--- src/rtl/wash_run_pkg.sv ---
// rtl/wash_run_pkg.sv - wash_run state encoding, mode table and phase light codes
package wash_run_pkg;

  typedef enum logic [2:0] {
    S_IDLE   = 3'd0,
    S_CHARGE = 3'd1,
    S_WASH   = 3'd2,
    S_RINSE  = 3'd3,
    S_SPIN   = 3'd4,
    S_PAUSE  = 3'd5,
    S_DONE   = 3'd6
  } state_t;

  localparam logic [2:0] PH_NONE  = 3'b000;
  localparam logic [2:0] PH_WASH  = 3'b001;
  localparam logic [2:0] PH_RINSE = 3'b010;
  localparam logic [2:0] PH_SPIN  = 3'b100;

  // Indexed by mode: 0 quick, 1 standard, 2 heavy, 3 spin-only
  localparam logic [6:0]         WASH_S    [4] = '{7'd30, 7'd60, 7'd90, 7'd0};
  localparam logic [6:0]         RINSE_S   [4] = '{7'd20, 7'd40, 7'd60, 7'd0};
  localparam logic [6:0]         SPIN_S    [4] = '{7'd10, 7'd20, 7'd30, 7'd30};
  localparam logic signed [11:0] PRICE     [4] = '{12'sd3, 12'sd5, 12'sd8, 12'sd2};
  localparam logic [11:0]        TOTAL_BCD [4] = '{12'h060, 12'h120, 12'h180, 12'h030};

  // CHARGE acts as "before wash", so this also yields the first running phase
  function automatic state_t next_phase(input state_t s, input logic [1:0] m);
    case (s)
      S_CHARGE: next_phase = (WASH_S[m] != 7'd0) ? S_WASH :
                             ((RINSE_S[m] != 7'd0) ? S_RINSE : S_SPIN);
      S_WASH:   next_phase = (RINSE_S[m] != 7'd0) ? S_RINSE : S_SPIN;
      S_RINSE:  next_phase = S_SPIN;
      default:  next_phase = S_DONE;
    endcase
  endfunction

  function automatic logic [6:0] phase_dur(input state_t s, input logic [1:0] m);
    case (s)
      S_WASH:  phase_dur = WASH_S[m];
      S_RINSE: phase_dur = RINSE_S[m];
      S_SPIN:  phase_dur = SPIN_S[m];
      default: phase_dur = 7'd0;
    endcase
  endfunction

  function automatic logic [2:0] ph_code(input state_t s);
    case (s)
      S_WASH:  ph_code = PH_WASH;
      S_RINSE: ph_code = PH_RINSE;
      S_SPIN:  ph_code = PH_SPIN;
      default: ph_code = PH_NONE;
    endcase
  endfunction

endpackage

--- src/rtl/wash_run_bcd_down3.sv ---
// rtl/wash_run_bcd_down3.sv - 3-digit BCD down-counter with load, decrement and zero flag
module bcd_down3 (
  input  logic        clk,
  input  logic        rst,
  input  logic        load,
  input  logic [11:0] load_val,
  input  logic        dec,
  output logic [11:0] q,
  output logic        zero
);

  assign zero = (q == 12'h000);

  always_ff @(posedge clk) begin
    if (rst) begin
      q <= 12'h000;
    end else if (load) begin
      q <= load_val;
    end else if (dec && !zero) begin
      if (q[3:0] != 4'd0) begin
        q[3:0] <= q[3:0] - 4'd1;
      end else begin
        q[3:0] <= 4'd9;
        if (q[7:4] != 4'd0) begin
          q[7:4] <= q[7:4] - 4'd1;
        end else begin
          q[7:4]  <= 4'd9;
          q[11:8] <= q[11:8] - 4'd1;
        end
      end
    end
  end

endmodule

--- src/rtl/wash_run.sv ---
// rtl/wash_run.sv - wash cycle execution: charge, wash/rinse/spin on a 1 s tick, BCD countdown
// Optional run/pause toggle built only when WASH_PAUSE_EN is defined.
module wash_run
  import wash_run_pkg::*;
#(
  parameter int TICK_DIV = 100_000_000
) (
  input  logic               clk,
  input  logic               rst,
  input  logic               start,
  input  logic [1:0]         mode,
  input  logic signed [11:0] bal_in,
  input  logic               pause,
  output logic               busy,
  output logic               done,
  output logic               err,
  output logic [2:0]         phase,
  output logic [11:0]        rem_bcd,
  output logic signed [11:0] bal_out
);

  localparam int TW = (TICK_DIV > 2) ? $clog2(TICK_DIV) : 1;

  state_t             state, state_nx, adv, first;
  logic [TW-1:0]      tick_cnt;
  logic [6:0]         ph_cnt;
  logic [1:0]         mode_q;
  logic signed [11:0] bal_q;
  logic               run, tick, last, charge_ok, pause_go, rem_zero;

`ifdef WASH_PAUSE_EN
  state_t saved_q;
  assign pause_go = pause;
`else
  logic unused_pause;
  assign unused_pause = pause;
  assign pause_go     = 1'b0;
`endif

  assign run       = (state == S_WASH) || (state == S_RINSE) || (state == S_SPIN);
  assign tick      = run && (tick_cnt == TW'(TICK_DIV - 1));
  assign last      = tick && (ph_cnt == 7'd1);
  assign charge_ok = (state == S_CHARGE) && (bal_q >= PRICE[mode_q]);
  assign first     = next_phase(S_CHARGE, mode_q);

  always_ff @(posedge clk) begin
    if (rst) state <= S_IDLE;
    else     state <= state_nx;
  end

`ifdef WASH_PAUSE_EN
  // Post-tick phase, so a pause on the zeroing tick resumes into the next phase
  always_ff @(posedge clk) begin
    if (rst)                              saved_q <= S_WASH;
    else if (run && state_nx == S_PAUSE)  saved_q <= adv;
  end
`endif

  always_comb begin
    adv      = state;
    state_nx = state;
    if (last) adv = next_phase(state, mode_q);
    case (state)
      S_IDLE:   if (start) state_nx = S_CHARGE;
      S_CHARGE: state_nx = charge_ok ? first : S_IDLE;
      S_WASH, S_RINSE, S_SPIN: begin
        state_nx = adv;
        if (pause_go && adv != S_DONE) state_nx = S_PAUSE;
      end
`ifdef WASH_PAUSE_EN
      S_PAUSE:  if (pause_go) state_nx = saved_q;
`endif
      S_DONE:   state_nx = S_IDLE;
      default:  state_nx = S_IDLE;
    endcase
  end

  always_comb begin
    busy  = (state != S_IDLE) && (state != S_DONE);
    done  = (state == S_DONE);
    phase = ph_code(state);
`ifdef WASH_PAUSE_EN
    if (state == S_PAUSE) phase = ph_code(saved_q);
`endif
  end

  always_ff @(posedge clk) begin
    if (rst) begin
      tick_cnt <= '0;
      ph_cnt   <= 7'd0;
      mode_q   <= 2'd0;
      bal_q    <= 12'sd0;
      bal_out  <= 12'sd0;
      err      <= 1'b0;
    end else begin
      if (state == S_IDLE && start) begin
        mode_q <= mode;
        bal_q  <= bal_in;
        err    <= 1'b0;
      end
      if (state == S_CHARGE) begin
        tick_cnt <= '0;
        if (charge_ok) begin
          bal_out <= bal_q - PRICE[mode_q];
          ph_cnt  <= phase_dur(first, mode_q);
        end else begin
          err <= 1'b1;
        end
      end
      if (run) begin
        tick_cnt <= tick ? '0 : tick_cnt + TW'(1);
        if (tick) ph_cnt <= last ? phase_dur(adv, mode_q) : ph_cnt - 7'd1;
      end
    end
  end

  bcd_down3 u_rem (
    .clk      (clk),
    .rst      (rst),
    .load     (charge_ok || state == S_DONE),
    .load_val ((state == S_DONE) ? 12'h000 : TOTAL_BCD[mode_q]),
    .dec      (tick && !rem_zero),
    .q        (rem_bcd),
    .zero     (rem_zero)
  );

endmodule

--- config.mk ---
export PLATFORM = sky130hd
export DESIGN_NAME = wash_run
export DESIGN_NICKNAME = d
export VERILOG_FILES = /design/src/rtl/wash_run_pkg.sv /design/src/rtl/wash_run_bcd_down3.sv /design/src/rtl/wash_run.sv
export SDC_FILE = /design/constraint.sdc
export NUM_CORES = 1
export LEC_CHECK = 0
export ABC_CLOCK_PERIOD_IN_PS = 3200
export CELL_PAD_IN_SITES_DETAIL_PLACEMENT = 0
export CELL_PAD_IN_SITES_GLOBAL_PLACEMENT = 1
export CORE_MARGIN = 2
export CORE_UTILIZATION = 25
export DETAILED_ROUTE_END_ITERATION = 10
export GPL_TIMING_DRIVEN = 0
export PLACE_DENSITY = 0.61
export SYNTH_ARGS = -nofsm -noshare
export SYNTH_HDL_FRONTEND = slang
export SYNTH_SLANG_ARGS = --single-unit
--- constraint.sdc ---
create_clock -name clk -period 3.2 [get_ports clk]
set_clock_uncertainty 0.05 [all_clocks]
set_input_delay 0.48 -clock clk [delete_from_list [all_inputs] [get_ports clk]]
set_output_delay 0.48 -clock clk [all_outputs]
set_load 0.1 [all_outputs]
Word level (Yosys, flattened, before mapping)
Index checks and enable logic that the tools add are counted.
- logic and storage cells: 103
- input bits: 18
- register bits: 76
- eq/ne operators: 17
- add/subtract/negate cells: 6
- bitwise gates (word level): 1
- multiplexer cells: 43
- $lt $le $gt $ge: 2
- reduce and logical (&&, ||, !) cells: 24
- operators by type and width (cell ; number):
    12-bit two-way mux ; 7
    27-bit two-way mux ; 3
    7-bit two-way mux ; 11
    12-bit binary-select mux with 2-bit select ; 2
    7-bit binary-select mux with 2-bit select ; 3
    7-bit case mux with 3 select lines ; 2
    27-bit by 1-bit adder with 27-bit output, second input constant ; 1
    27-bit == test, second input constant ; 1
    3-bit case mux with 3 select lines ; 3
    3-bit by 2-bit == test with 1-bit output, second input constant ; 6
    3-bit two-way mux ; 5
    7-bit nonzero test ; 2
    3-bit == test, second input constant ; 4
    12-bit greater-or-equal comparator ; 1
    12-bit zero test ; 1
    4-bit two-way mux ; 3
    12-bit subtractor ; 1
    4-bit by 1-bit subtractor with 4-bit output, second input constant ; 3
    8-bit two-way mux ; 1
    4-bit nonzero test ; 2
    7-bit by 1-bit == test with 1-bit output, second input constant ; 1
    1-bit logical AND ; 7
    7-bit by 1-bit subtractor with 7-bit output, second input constant ; 1
    2-bit by 1-bit inequality test with 1-bit output, second input constant ; 2
    14 further kinds ; 20

Depth between registers and ports, before layout
- word-level depth: 14
- depth in mapped cells: 11
- gate-level depth less buffers: 10

Cells and area by module
From an unflattened synthesis, not the netlist that was laid out.
- cell total of the unflattened synthesis: 574
- area total of the unflattened synthesis: 4521.8 µm²
- by module, submodules not included (module ; cells an instance ; times used ; area each (µm²)):
    wash_run ; 491 ; 1 ; 3827.4
    bcd_down3 ; 83 ; 1 ; 694.4

Worst setup path after synthesis
Ideal clock, no wire load.
- path kind: register to register
- start point: reg state[2]
- end point: reg tick_cnt[10]
- data required time: 3.033 ns
- data arrival time: 3.092 ns
- cell stages (with the launch flop): 10
- slack: -0.059 ns
- cell sequence: dfxtp_1 -> buf_2 -> nor3b_2 -> o21ai_1 -> nor4b_4 -> buf_4 -> nor3_1 -> buf_2 -> buf_2 -> a22o_1
- word-level cells in the longest chain between the ends: 6
- elaborated cells on any way between the ends: 10
- those cells by class: eq/ne (4); mux (2); reduce/logical (4)
- ends and longest elaborated chain (what ; RTL line ; text):
    start: declaration ; wash_run.sv:24 ; state_t state, state_nx, adv, first;
    start signal: assignment ; wash_run.sv:48 ; else state <= state_nx;
    3-bit by 2-bit == test with 1-bit output ; wash_run.sv:40 ; assign run = (state == S_WASH) || (state == S_RINSE) || (state == S_SPIN);
    1-bit logical OR (2 in series) ; wash_run.sv:40 ;
    1-bit logical AND ; wash_run.sv:41 ; assign tick = run && (tick_cnt == TW'(TICK_DIV - 1));
    27-bit two-way mux ; wash_run.sv:111 ; tick_cnt <= tick ? '0 : tick_cnt + TW'(1);
    27-bit two-way mux ; wash_run.sv:110 ; if (run) begin
    end signal: assignment ; wash_run.sv:111 ;
    end: declaration ; wash_run.sv:25 ; logic [TW-1:0] tick_cnt;
Several ways; a longest one is shown, not always the timed one.
A chain may end at the register's enable or synchronous reset.

Worst setup path in the final report
- start point: reg state[0]
- end point: out done
- word-level cells in the longest chain between the ends: 1
- ends and longest elaborated chain (what ; RTL line ; text):
    3-bit == test ; wash_run.sv:80 ; done = (state == S_DONE);
    end: declaration ; wash_run.sv:15 ; output logic done,
Every way passes these cells.

==> flow_summary.ini <==
[sta]
fin_crit_sh_pct = 92.8
rsz0062_at_grt = no
final_hold_viol_count = 0
setup_ws_ns = 0.231
worstMarginPinSlew_ns = 0.998
period_needed_ns = 2.97
maxSlewHeadroom_pct = 33.3
tns_ns = 0
slew_viol_final = 0
setup_violations = 0
fmax_mhz = 337

[layout]
regArea_sq_um = 1520
fillCellCount = 1723
syn_to_final_growth_pct = 25.6
multi_input_area_sq_um = 2460
drive_gt1_share_pct = 7.19
diodes = 0
nets = 616
finish.utilization_pct = 31.9

[setup_path]
path_class = register to primary output
reg2reg_slack_ns = 0.32
required_ns = 2.67
cp.arrival_ns = 2.44
end_kind = primary output
startpoint_type = register
critPathMaxFanout = 10

[clock_network]
htree_num_levels = 3
cts-root-buf = clkbuf_16
cts_buffers = 9
clkTransAtPathRegs_ns = 0.06
cts_hold_buf = 0
clk_latency_ns = 0.35
clockBufferDepth = 2
clock-sinks = 76
tritoncts = yes

[placed_design]
gp_congestion = 0.786
dp_hpwl_um = 8670
io_buffers = 46
place_ws_ns = 0.0211

[route]
ant_nets = 0
drc = 0
detail_route.first_pass.iterations = 4
dr_total_vias = 3898
wl_um = 11600
drt_iter0_markers = 204
via_per_inst = 4.85
wl_per_cell_um = 14.4

[global_routing]
grt_most_used_layer = met2
gr-usage-met2_pct = 20.4
grt_use_met3_pct = 2.99
grt_pass1_vias = 3714
grt_pass1_wl_um = 19000
grt_usage_pct = 13.4
antenna_found_initial = 0
grt_max_degree = 15
use_met1_pct = 18.5
grt_overflow_total = 0

[yosys]
synth_enable_flop_cells = 0
dominantRegCellSynth = dfxtp_1
syn_area_sq_um = 4160
synthArstFlopShare_pct = 0
seq_area_frac_synth_pct = 36.6
syn_avg_cell_area_sq_um = 7.97
synthesis.nets = 559
syn_inst = 522
ys_types = 59
yosysWarnings = 0
synth_seq_cells = 76

[die]
rows = 47
top_level_ports = 48
die_h_um = 133
die-area_sq_um = 17700
die_w_um = 133
start_util_pct = 25.4
core_area_sq_um = 16400

[run]
drv_cap = 0

[status]
status = completed

[power_and_ir_drop]
power_leakage_nw = 1.91
power_density_nw_per_um2 = 663
ir_drop_v = 0.000248

[min_path]
hp-class = register to register
-- layout make-up --
| class | instances | area share, % |
|---|---|---|
| plain buffers | 27 | 2.30 |
| inverters | 19 | 1.36 |
| clock buffers | 10 | 4.57 |
| multi-input cells | 400 | 47.1 |
| clock inverters | 6 | 1.32 |
| well taps | 220 | 5.27 |
| flip-flops and latches | 76 | 29.1 |
| repair buffers | 46 | 8.93 |
-- cell families (layout without fill, tap and decap cells) --
group,Yosys count,count (layout),share of synthesized area (%)
buffers and inverters,46,108,4.60
AO/OA/AOI/OAI,133,133,19.9
flip-flops,76,76,36.6
XOR/XNOR,19,19,4.00
adder cells (fa/ha/maj),19,19,5.89
multiplexers,4,4,0.962
AND/OR/NAND/NOR,225,225,28.1
-- Yosys cell counts (5+ instances only) --
| master | number | area, sq um |
|---|---|---|
| nand3_1 | 16 | 80.1 |
| inv_1 | 19 | 71.3 |
| ha_1 | 18 | 225 |
| nand2_1 | 69 | 259 |
| a21oi_1 | 47 | 235 |
| nor4_1 | 5 | 31.3 |
| dfxtp_1 | 76 | 1520 |
| buf_2 | 12 | 60.1 |
| nor2_1 | 40 | 150 |
| a31oi_1 | 13 | 81.3 |
| xor2_1 | 11 | 96.3 |
| nor2b_1 | 9 | 56.3 |
| nand2b_1 | 5 | 31.3 |
| nand3b_1 | 7 | 52.6 |
| xnor2_1 | 8 | 70.1 |
| nand4_1 | 11 | 68.8 |
| a21o_1 | 6 | 45.0 |
| clkbuf_1 | 14 | 52.6 |
| or3_1 | 14 | 87.6 |
| o21ai_0 | 27 | 135 |
| nor3_1 | 20 | 100 |
| a211oi_1 | 13 | 97.6 |
-- stage by stage --
stage | power [mW] | hold WS [ns] | instances | cell area (sq um)
6_report | 3.47 | 0.406 | 804 | 5230
5_1_grt | 3.66 | 0.429 | 804 | 5230
4_1_cts | 3.51 | 0.414 | 804 | 5210
3_5_place_dp | 2.42 | 0.405 | 788 | 4900
3_3_place_gp | 2.42 | 0.401 | 788 | 4900
2_1_floorplan | 2.10 | 0.386 | 522 | 4170
-- layout by cell type, fill, tap and decap left out, drive strengths merged, types with 5 or more instances in the layout --
| cell type | netlist | final |
|---|---|---|
| dfxtp | 76 | 76 |
| nand2 | 69 | 69 |
| a21oi | 47 | 47 |
| clkdlybuf4s50 | 0 | 42 |
| nor2 | 40 | 40 |
| o21ai | 28 | 28 |
| clkbuf | 14 | 24 |
| inv | 19 | 22 |
| nor3 | 21 | 21 |
| ha | 18 | 18 |
| nand3 | 16 | 16 |
| or3 | 14 | 14 |
| a31oi | 14 | 14 |
| a211oi | 14 | 14 |
| buf | 13 | 13 |
| nand4 | 11 | 11 |
| xor2 | 11 | 11 |
| nor2b | 9 | 9 |
| xnor2 | 8 | 8 |
| nand3b | 7 | 7 |
| a21o | 6 | 6 |
| nor4 | 5 | 5 |
| nand2b | 5 | 5 |
-- critical path, cell delays in order, from the launching register on --
cell           delay [ns]
dfxtp_1              0.36
clkbuf_1             0.23
and3b_1              0.28
clkbuf_1             0.31
dlygate4sd2_1        0.91
-- registers in the layout (all words and copies together), names as in the netlist --
register,cells
ph_cnt,7
bal_q,12
err,1
tick_cnt,27
state,3
bal_out,12
mode_q,2
u_rem.q,12
-- where the power goes --
part	total (mW)	leakage [nW]	internal (mW)	switching, mW
registers	1.12	0.617	1.04	0.0862
logic	1.28	1.15	0.382	0.899
clock network	1.06	0.150	0.632	0.430
-- final timing paths --
check	start	to	cells after the start
hold reg to reg	bal_q[0]	bal_q[0]	2
setup / recovery	state[0]	done	4
hold / removal	bal_q[0]	bal_q[0]	2
setup reg to reg	mode_q[0]	state[1]	10
-- timing repair --
item	CTS	global route
gates resized for setup	2	5
endpoints found under the setup margin	2	8
buffers inserted	0	0
-- layer usage --
layer  up-vias  share of wire [%]
met2        70                 45
met1      1821                 50
met5         -                  0
met3        17                4.2
met4         0                1.8
li1       1990                  -
Note: power is estimated with default switching activity, not from simulation.
